--- config.mk ---
export PLATFORM = sky130hd
export DESIGN_NAME = rgb2ycbcr_stream
export DESIGN_NICKNAME = d
export VERILOG_FILES = /design/src/rtl/rgb2ycbcr_stream.sv
export SDC_FILE = /design/constraint.sdc
export NUM_CORES = 1
export LEC_CHECK = 0
export BUFFER_PORTS_ARGS = -buffer_cell sky130_fd_sc_hd__clkbuf_2
export CAP_MARGIN = 20
export CELL_PAD_IN_SITES_DETAIL_PLACEMENT = 1
export CELL_PAD_IN_SITES_GLOBAL_PLACEMENT = 1
export CORE_MARGIN = 2
export CORE_UTILIZATION = 40
export CTS_CLUSTER_SIZE = 12
export DETAILED_ROUTE_END_ITERATION = 8
export PLACE_DENSITY = 0.69
export SLEW_MARGIN = 20
export SYNTH_ARGS = -nofsm -noshare
export SYNTH_HDL_FRONTEND = slang
export SYNTH_SLANG_ARGS = --single-unit
export TNS_END_PERCENT = 100
--- constraint.sdc ---
create_clock -name clk_i -period 6.1 [get_ports clk_i]
set_input_delay 0.305 -clock clk_i [delete_from_list [all_inputs] [get_ports clk_i]]
set_output_delay 0.305 -clock clk_i [all_outputs]
set_load 0.02 [all_outputs]
--- src/rtl/rgb2ycbcr_stream.sv ---
// rtl/rgb2ycbcr_stream.sv - pipelined RGB to YCbCr stream converter with range clamp
//
// Converts one RGB pixel per cycle to YCbCr over a valid/ready stream.
// Two register stages: S1 holds the fixed-point shift-add sums, S2 holds the
// saturated/clamped components and their saturation flags.
//
// Ports:
//   clk_i, rst_i              clock, synchronous active-high reset
//   clr_i                     synchronous clear of clip_cnt_o
//   in_valid_i / in_ready_o   input handshake
//   in_r_i, in_g_i, in_b_i    unsigned colour components
//   mode_i                    0 = full range, 1 = studio range (travels with pixel)
//   out_valid_o / out_ready_i output handshake
//   out_y_o, out_cb_o, out_cr_o converted components
//   out_sat_o                 {cr,cb,y} saturated-or-clamped flags
//   clip_cnt_o                saturating count of flagged components delivered
module rgb2ycbcr_stream #(
  parameter int DATA_W = 8,
  parameter int FRAC_W = 5,
  parameter int CNT_W  = 16
) (
  input  logic              clk_i,
  input  logic              rst_i,
  input  logic              clr_i,
  input  logic              in_valid_i,
  output logic              in_ready_o,
  input  logic [DATA_W-1:0] in_r_i,
  input  logic [DATA_W-1:0] in_g_i,
  input  logic [DATA_W-1:0] in_b_i,
  input  logic              mode_i,
  output logic              out_valid_o,
  input  logic              out_ready_i,
  output logic [DATA_W-1:0] out_y_o,
  output logic [DATA_W-1:0] out_cb_o,
  output logic [DATA_W-1:0] out_cr_o,
  output logic [2:0]        out_sat_o,
  output logic [CNT_W-1:0]  clip_cnt_o
);

  localparam int W = DATA_W + FRAC_W + 2;

  localparam logic [W-1:0]      HALF    = W'(1) << (FRAC_W - 1);
  localparam logic [W-1:0]      CHROMA  = W'(1) << (DATA_W - 1 + FRAC_W);
  localparam logic [DATA_W-1:0] LIM_LO  = DATA_W'(16)  << (DATA_W - 8);
  localparam logic [DATA_W-1:0] LIM_YHI = DATA_W'(235) << (DATA_W - 8);
  localparam logic [DATA_W-1:0] LIM_CHI = DATA_W'(240) << (DATA_W - 8);
  localparam logic [CNT_W-1:0]  CNT_MAX = {CNT_W{1'b1}};

  // Returns {flag, value}: negative sums floor to 0, sums past the integer
  // range ceil to all-ones, then studio mode pulls the value into [LIM_LO, hi].
  function automatic logic [DATA_W:0] sat_clamp(input logic [W-1:0] s,
                                                input logic studio,
                                                input logic [DATA_W-1:0] hi);
    logic [DATA_W-1:0] v;
    logic              f;
    if (s[W-1]) begin
      v = '0;
      f = 1'b1;
    end else if (s[W-2]) begin
      v = '1;
      f = 1'b1;
    end else begin
      v = s[W-3:FRAC_W];
      f = 1'b0;
    end
    if (studio) begin
      if (v < LIM_LO) begin
        v = LIM_LO;
        f = 1'b1;
      end else if (v > hi) begin
        v = hi;
        f = 1'b1;
      end
    end
    return {f, v};
  endfunction

  logic              v1_q, v1_d, v2_q, v2_d;
  logic              mode1_q, mode1_d;
  logic [W-1:0]      y1_q, y1_d, cb1_q, cb1_d, cr1_q, cr1_d;
  logic [DATA_W-1:0] y2_q, y2_d, cb2_q, cb2_d, cr2_q, cr2_d;
  logic [2:0]        sat2_q, sat2_d;
  logic [CNT_W-1:0]  cnt_q, cnt_d;

  logic              en1, en2;
  logic [W-1:0]      xr, xg, xb;
  logic [DATA_W:0]   ys, cbs, crs;
  logic [CNT_W+1:0]  cnt_sum;

  // A stage may load when it is empty or its contents move on this cycle.
  assign en2        = ~v2_q | out_ready_i;
  assign en1        = ~v1_q | en2;
  assign in_ready_o = en1;

  assign xr = {2'b00, in_r_i, {FRAC_W{1'b0}}};
  assign xg = {2'b00, in_g_i, {FRAC_W{1'b0}}};
  assign xb = {2'b00, in_b_i, {FRAC_W{1'b0}}};

  always_comb begin
    v1_d    = v1_q;
    mode1_d = mode1_q;
    y1_d    = y1_q;
    cb1_d   = cb1_q;
    cr1_d   = cr1_q;
    if (en1) begin
      v1_d = in_valid_i;
      if (in_valid_i) begin
        mode1_d = mode_i;
        y1_d  = HALF + (xr >> 2) + (xr >> 4) + (xg >> 1) + (xg >> 4) + (xb >> 3);
        cb1_d = HALF + CHROMA - ((xr >> 3) + (xr >> 5)) - ((xg >> 2) + (xg >> 4))
                + (xb >> 1);
        cr1_d = HALF + CHROMA + (xr >> 1) - ((xg >> 1) - (xg >> 4)) - (xb >> 4);
      end
    end
  end

  always_comb begin
    ys     = sat_clamp(y1_q,  mode1_q, LIM_YHI);
    cbs    = sat_clamp(cb1_q, mode1_q, LIM_CHI);
    crs    = sat_clamp(cr1_q, mode1_q, LIM_CHI);
    v2_d   = v2_q;
    y2_d   = y2_q;
    cb2_d  = cb2_q;
    cr2_d  = cr2_q;
    sat2_d = sat2_q;
    if (en2) begin
      v2_d = v1_q;
      if (v1_q) begin
        y2_d   = ys[DATA_W-1:0];
        cb2_d  = cbs[DATA_W-1:0];
        cr2_d  = crs[DATA_W-1:0];
        sat2_d = {crs[DATA_W], cbs[DATA_W], ys[DATA_W]};
      end
    end
  end

  always_comb begin
    cnt_sum = {2'b00, cnt_q} + (CNT_W+2)'(sat2_q[0]) + (CNT_W+2)'(sat2_q[1])
              + (CNT_W+2)'(sat2_q[2]);
    cnt_d   = cnt_q;
    if (clr_i) begin
      cnt_d = '0;
    end else if (v2_q && out_ready_i) begin
      cnt_d = (cnt_sum > {2'b00, CNT_MAX}) ? CNT_MAX : cnt_sum[CNT_W-1:0];
    end
  end

  always_ff @(posedge clk_i) begin
    if (rst_i) begin
      v1_q    <= 1'b0;
      v2_q    <= 1'b0;
      mode1_q <= 1'b0;
      y1_q    <= '0;
      cb1_q   <= '0;
      cr1_q   <= '0;
      y2_q    <= '0;
      cb2_q   <= '0;
      cr2_q   <= '0;
      sat2_q  <= '0;
      cnt_q   <= '0;
    end else begin
      v1_q    <= v1_d;
      v2_q    <= v2_d;
      mode1_q <= mode1_d;
      y1_q    <= y1_d;
      cb1_q   <= cb1_d;
      cr1_q   <= cr1_d;
      y2_q    <= y2_d;
      cb2_q   <= cb2_d;
      cr2_q   <= cr2_d;
      sat2_q  <= sat2_d;
      cnt_q   <= cnt_d;
    end
  end

  assign out_valid_o = v2_q;
  assign out_y_o     = y2_q;
  assign out_cb_o    = cb2_q;
  assign out_cr_o    = cr2_q;
  assign out_sat_o   = sat2_q;
  assign clip_cnt_o  = cnt_q;

endmodule
## Word level (Yosys, flattened, before mapping)

Cells that the tools add are included.

| cells by class | value |
|---|---|
| bitwise gates (word level) | 4 |
| mux-type cells | 31 |
| add/sub/neg operators | 17 |
| $lt $le $gt $ge | 7 |
| reduce and logical (&&, ||, !) cells | 4 |

Operator list:

| cell | count |
|---|---|
| $mux 8 | 15 |
| $gt 8x8->1 const B | 3 |
| $lt 8x5->1 const B | 3 |
| $add 17x1->18 | 1 |
| $add 18x1->18 | 1 |
| $gt 18x16->1 const B | 1 |
| $add 16x1->17 | 1 |
| $mux 16 | 1 |
| $add 14x9->15 | 1 |
| $add 15x10->15 | 1 |
| $add 15x12->15 | 1 |
| $mux 1 | 15 |
| $sub 14x13->15 | 1 |
| $sub 14x15->15 | 1 |
| $sub 15x9->15 | 1 |
| $add 13x12->14 | 1 |
| $add 13x12->14 const A | 1 |
| $sub 13x11->14 const A | 1 |
| $add 12x9->13 | 1 |
| $sub 12x9->13 | 1 |
| $add 11x9->12 | 1 |
| $add 5x11->12 const A | 1 |
| $add 10x8->11 | 1 |
| $reduce_and 2->1 | 2 |
| other kinds (4) | 6 |

| word-level totals | value |
|---|---|
| input bits | 30 |
| register bits after elaboration | 91 |
| output and inout port bits | 45 |

## Logic depth before layout (Yosys ltp)

| depth | value |
|---|---|
| depth after elaboration | 6 |
| depth in mapped cells | 19 |
| depth with buffers taken out | 19 |

## Least setup slack after synthesis

Ideal clock, no wire load.

| path | value |
|---|---|
| path kind | input to register |
| from | input in_r_i[3] |
| to | register cb1_q[14] |
| data arrival time | 3652 ps |
| buffers on the path | 0 |
| path slack | 2330 ps |
| cell stages on the path | 17 |
| setup time | 117 ps |
| path through | inv_1 -> ha_1 -> ha_1 -> nor2b_1 -> o21ai_0 -> a21boi_0 -> o21ai_0 -> nor2b_1 -> xnor2_1 -> fa_1 -> ha_1 -> o211ai_1 -> nand2_1 -> o2111ai_1 -> a31oi_1 -> nand2_1 -> a32o_1 |

| between the ends | value |
|---|---|
| longest elaborated chain between the ends | 4 |

Ends and longest elaborated chain:

| item | line | source |
|---|---|---|
| from (decl) | 27 | `input logic [DATA_W-1:0] in_r_i,` |
| $add 10x8->11 | 110 | `cb1_d = HALF + CHROMA - ((xr >> 3) + (xr >> 5)) - ((xg >> 2) + (xg >> 4))` |
| $sub 13x11->14 | 110 |  |
| $sub 14x13->15 | 110 |  |
| $add 15x12->15 | 111 | `+ (xb >> 1);` |
| to (signal assigned) | 154 | `cb1_q <= '0;` |
| to (signal assigned) | 166 | `cb1_q <= cb1_d;` |
| to (decl) | 80 | `logic [W-1:0] y1_q, y1_d, cb1_q, cb1_d, cr1_q, cr1_d;` |

No other way between the ends.
A chain may end at the register's enable or synchronous reset.

## Final worst setup path

Same ends and word-level chain as after synthesis.

==> impl.org <==
** Critical path
- Endpoint class of the critical path :: register
- The cell that appears most often on the critical path is sky130_fd_sc_hd__ha_1.
- At the worst endpoint, the arrival time is 4.23 ns.
- Critical path cell sequence :: clkbuf_2 -> inv_1 -> ha_1 -> ha_1 -> nor2b_1 -> o21ai_0 -> a21boi_0 -> o21ai_0 -> nor2b_1 -> xnor2_1 -> fa_1 -> ha_1 -> o211ai_1 -> nand2_1 -> o2111ai_1 -> a31oi_1 -> nand2_1 -> a32o_1
- At the worst endpoint, the required time is between 6 and 7 ns.
- Cell with the biggest individual delay on the critical path :: sky130_fd_sc_hd__fa_1
- The worst setup path is of the input port to register kind.
- Largest incremental delay on the critical path :: 0.44 ns
- Worst Path Max Fanout :: 6
- STA classifies the critical path startpoint as an input port.

** STA
- Setup repair after global routing left no endpoint under its margin.
- Worst-case headroom to the max-slew limit :: 0.448
- Static timing analysis puts the maximum clock frequency at 0.249 GHz.
- Final Slew Violations :: 0
- After routing, the total negative slack on setup checks comes to 0 ns.
- Crit path time final :: around 4 ns
- Worst-case clock skew :: 0.00908 ns
- Tcrit/Tclk final :: 0.658
- At the pin with the least slew margin, the transition time is about 0.83 ns.
- The number of failing hold endpoints at the final stage was 0.
- Setup violations remaining at the end of the flow were counted as 0.

** Yosys
- Dividing the synthesized area by the synthesized cell count gives 8.40 sq um.
- FFs w/ async S/R, synth :: 0
- For this run, the number of Yosys warnings is 0.
- Cell area after synthesis :: approximately 6600 sq um
- Number of nets in the synthesized netlist :: 953
- Portion of synthesized cell area occupied by the leading cell type :: 0.226
- Number of register bits inferred by synthesis :: 75
- After synthesis, the netlist uses 63 different library cells.
- For this run, the leading register cell type out of synthesis is sky130_fd_sc_hd__dfxtp_1.
- Counting flops with a built-in enable in the synthesized netlist gives 0.
- The share of the Yosys chip area taken by registers is 0.226.
- Synthesis handed over a netlist of 791 instances.
- Synth area leader :: sky130_fd_sc_hd__dfxtp_1
- Synth top area cells :: sky130_fd_sc_hd__dfxtp_1 23%, sky130_fd_sc_hd__ha_1 18%, sky130_fd_sc_hd__fa_1 11%

** Floorplan
- Width of the chip :: 133 microns
- Starting utilization of the core area :: 0.405
- The floorplan step set the die height to approximately 130 microns.
- The floorplan step defined a die boundary enclosing 17,700 sq um.
- The core region is ~16,000 sq um.
- Row cnt :: 47
- During I/O placement, the number of pins put on the boundary was 75.

** Clocking
- Number of CTS-inserted buffers :: 9
- Post-CTS timing repair inserted 0 buffers for setup.
- The cell sitting at the root of the clock tree is a sky130_fd_sc_hd__clkbuf_16.
- Once the clock tree was built, the resizer swapped 0 gates to a different size.
- Clock latency of the later-clocked register in the worst-skew pair :: 0.33 ns
- Clock tree synthesis found a total of 75 sinks.
- Clock-pin slew was measured on the worst setup and hold paths at 0.05 ns.
- TritonCTS built the clock tree.
- In this run the deepest clock path goes through 2 buffers.
- The H-tree was split into 3 levels.
- Hold repair after CTS inserted 0 buffers.

** Cells and area
- Most frequent standard cell in the layout excluding fill and tap cells :: sky130_fd_sc_hd__ha_1
- The top cell types in the final layout, fill and taps aside, are 95 x sky130_fd_sc_hd__ha_1, 87 x sky130_fd_sc_hd__inv_1, 75 x sky130_fd_sc_hd__dfxtp_1, 74 x sky130_fd_sc_hd__clkbuf_2, 70 x sky130_fd_sc_hd__nor2_1.
- Fillcell total :: approximately 2,000
- Compared with the post-synthesis result, the final layout area differs by 12.8%.
- In the final design database the tool counted 1,019 nets.
- 0 antenna diodes ended up in the layout.
- For this run, the number of standard cells in the final layout without fillers is 1,080.
- In the final layout, the share of cells above drive strength 1 is 0.130.

** Pwr
- Areal power density over the cells :: 316 nW/um^2
- Net switching power :: between 0.9 and 1 mW
- In this run the static leakage power is 3.42 nW.
- Combinational power share :: 0.522
- The internal power of the cells totals 1.38 mW.
- Switching power as a share of total power :: 0.417
- The share of total power dissipated in the clock network is 0.201.
- The worst-case IR drop observed on VDD is about 140 uV.
- The share of total power dissipated in sequential elements is 0.277.

** Hold path
- The worst hold path belongs to the class input port to register.

** Global route
- The number of antenna violations at the first check in global routing came to 0.
- Total congestion overflow after global routing :: 0
- The first global-routing pass estimated 30,300 microns of wire.
- Pin count of the biggest net entering global routing :: 58
- Vias in the first global route :: 6,020
- GR Util All Layers :: 0.212

** Routing
- Summed over all layers, the routed wires come to 18,200 microns.
- Count of antenna-violating nets left after detailed routing :: 0
- # DRC :: 0
- Dividing the detail-routed wire length by the instance count gives ~17 microns.
- In the routed layout, each cell is associated on average with a via count of between 5 and 6.
- The first detailed-routing pass ran for 5 iterations.
- The detailed router finished its first iteration with 241 violations.
- The routed layout has 5,742 vias.

** Flow run
- Count of maximum capacitance violations :: 0

** Placement
- The congestion estimate from routability-driven global placement came to 0.928.
- Detailed placement finished with a half-perimeter wire length of 15,300 microns.
- # placed instances :: approximately 1,100
- Count of buffers inserted at the top-level ports :: 74

** Run status
- The run finished with clean final reports.
==> cell type report <==
class | count | area, sq um | area share
Tap cell | 220 | 275 | 0.0367
Inverter | 87 | 327 | 0.0436
Sequential cell | 75 | 1500 | 0.200
Timing Repair Buffer | 77 | 393 | 0.0524
Clock buffer | 11 | 253 | 0.0337
Clock inverter | 3 | 15.0 | 0.00200
Multi-Input combinational cell | 607 | 4730 | 0.631
==> cells in the mapped netlist, drive strengths merged (9+ instances only) <==
library cell / n
nand2: 65
nor3: 27
nand3: 16
clkbuf: 16
o21bai: 9
dfxtp: 75
a21oi: 76
ha: 95
nor2: 70
nand2b: 10
xnor2: 31
xor2: 18
inv: 87
fa: 37
a21o: 12
o21ai: 34
==> worst max-delay path, delay by kind of cell <==
family	cells	cell delay [ns]
adders and majority gates	4	1.52
AOI/OAI and AO/OA	7	1.45
and+or+nand+nor	4	0.52
buffers and inverters	2	0.27
xor gates and xnor gates	1	0.15
==> final timing paths <==
check / cells after the start / slack [ns] / from / end
hold reg to reg: 2 / 0.45 / out_cb_o[1]$_SDFFE_PP0P_ / out_cb_o[1]$_SDFFE_PP0P_
setup reg to reg: 8 / 3.22 / out_sat_o[0]$_SDFFE_PP0P_ / clip_cnt_o[1]$_SDFFE_PP0P_
hold / removal: 3 / 0.21 / mode_i / mode1_q$_SDFFE_PP0P_
setup / recovery: 18 / 2.08 / in_r_i[3] / cb1_q[14]$_SDFFE_PP0P_
==> power groups by stage <==
stage	Combinational (mW)	Clock [mW]	Sequential, mW
after global placement	1.19	0	0.660
final	1.23	0.476	0.655
after detailed placement	1.23	0	0.665
after global routing	1.41	0.511	0.670
after CTS	1.24	0.489	0.655
after floorplan	0.906	0	0.654
==> through the flow <==
step                utilization  power, mW  cell area [sq um]  hold WS [ns]  setup WS [ns]
global route              0.457       2.59               7500         0.229           1.78
global placement          0.440       1.84               7230         0.440           1.90
detailed placement        0.440       1.90               7230         0.448           1.80
CTS                       0.457       2.39               7490         0.199           2.13
floorplan                     -       1.56               6650         0.436           2.33
finish                    0.457       2.37               7500         0.208           2.08
==> routing by layer <==
| metal | global-route usage | routed length, microns | part of all wire | vias to the layer above |
|---|---|---|---|---|
| li1 | - | - | - | 2861 |
| met1 | 0.288 | 8800 | 0.48 | 2769 |
| met2 | 0.363 | 8740 | 0.48 | 93 |
| met3 | 0.0215 | 471 | 0.026 | 19 |
| met4 | 0.0526 | 194 | 0.011 | 0 |
| met5 | 0 | 0 | 0 | - |
==> flip-flops by register name (all words and copies together) (netlist names) <==
signal,count
v1_q,1
cb1_q,10
y1_q,9
cr1_q,10
out_cr_o,8
clip_cnt_o,16
mode1_q,1
out_y_o,8
out_sat_o,3
out_cb_o,8
out_valid_o,1
==> cell families (layout without fill, tap and decap cells) <==
| logic type | Yosys count | count (layout) | share of synthesized area |
|---|---|---|---|
| AND/OR/NAND/NOR | 235 | 235 | 0.172 |
| adder cells (fa/ha/maj) | 132 | 132 | 0.290 |
| buffers and inverters | 109 | 178 | 0.0632 |
| multiplexers | 3 | 3 | 0.00471 |
| XOR/XNOR | 49 | 49 | 0.0646 |
| flip-flops | 75 | 75 | 0.226 |
| AO/OA/AOI/OAI | 188 | 188 | 0.180 |
No activity file was read; power rests on OpenSTA's default activity.
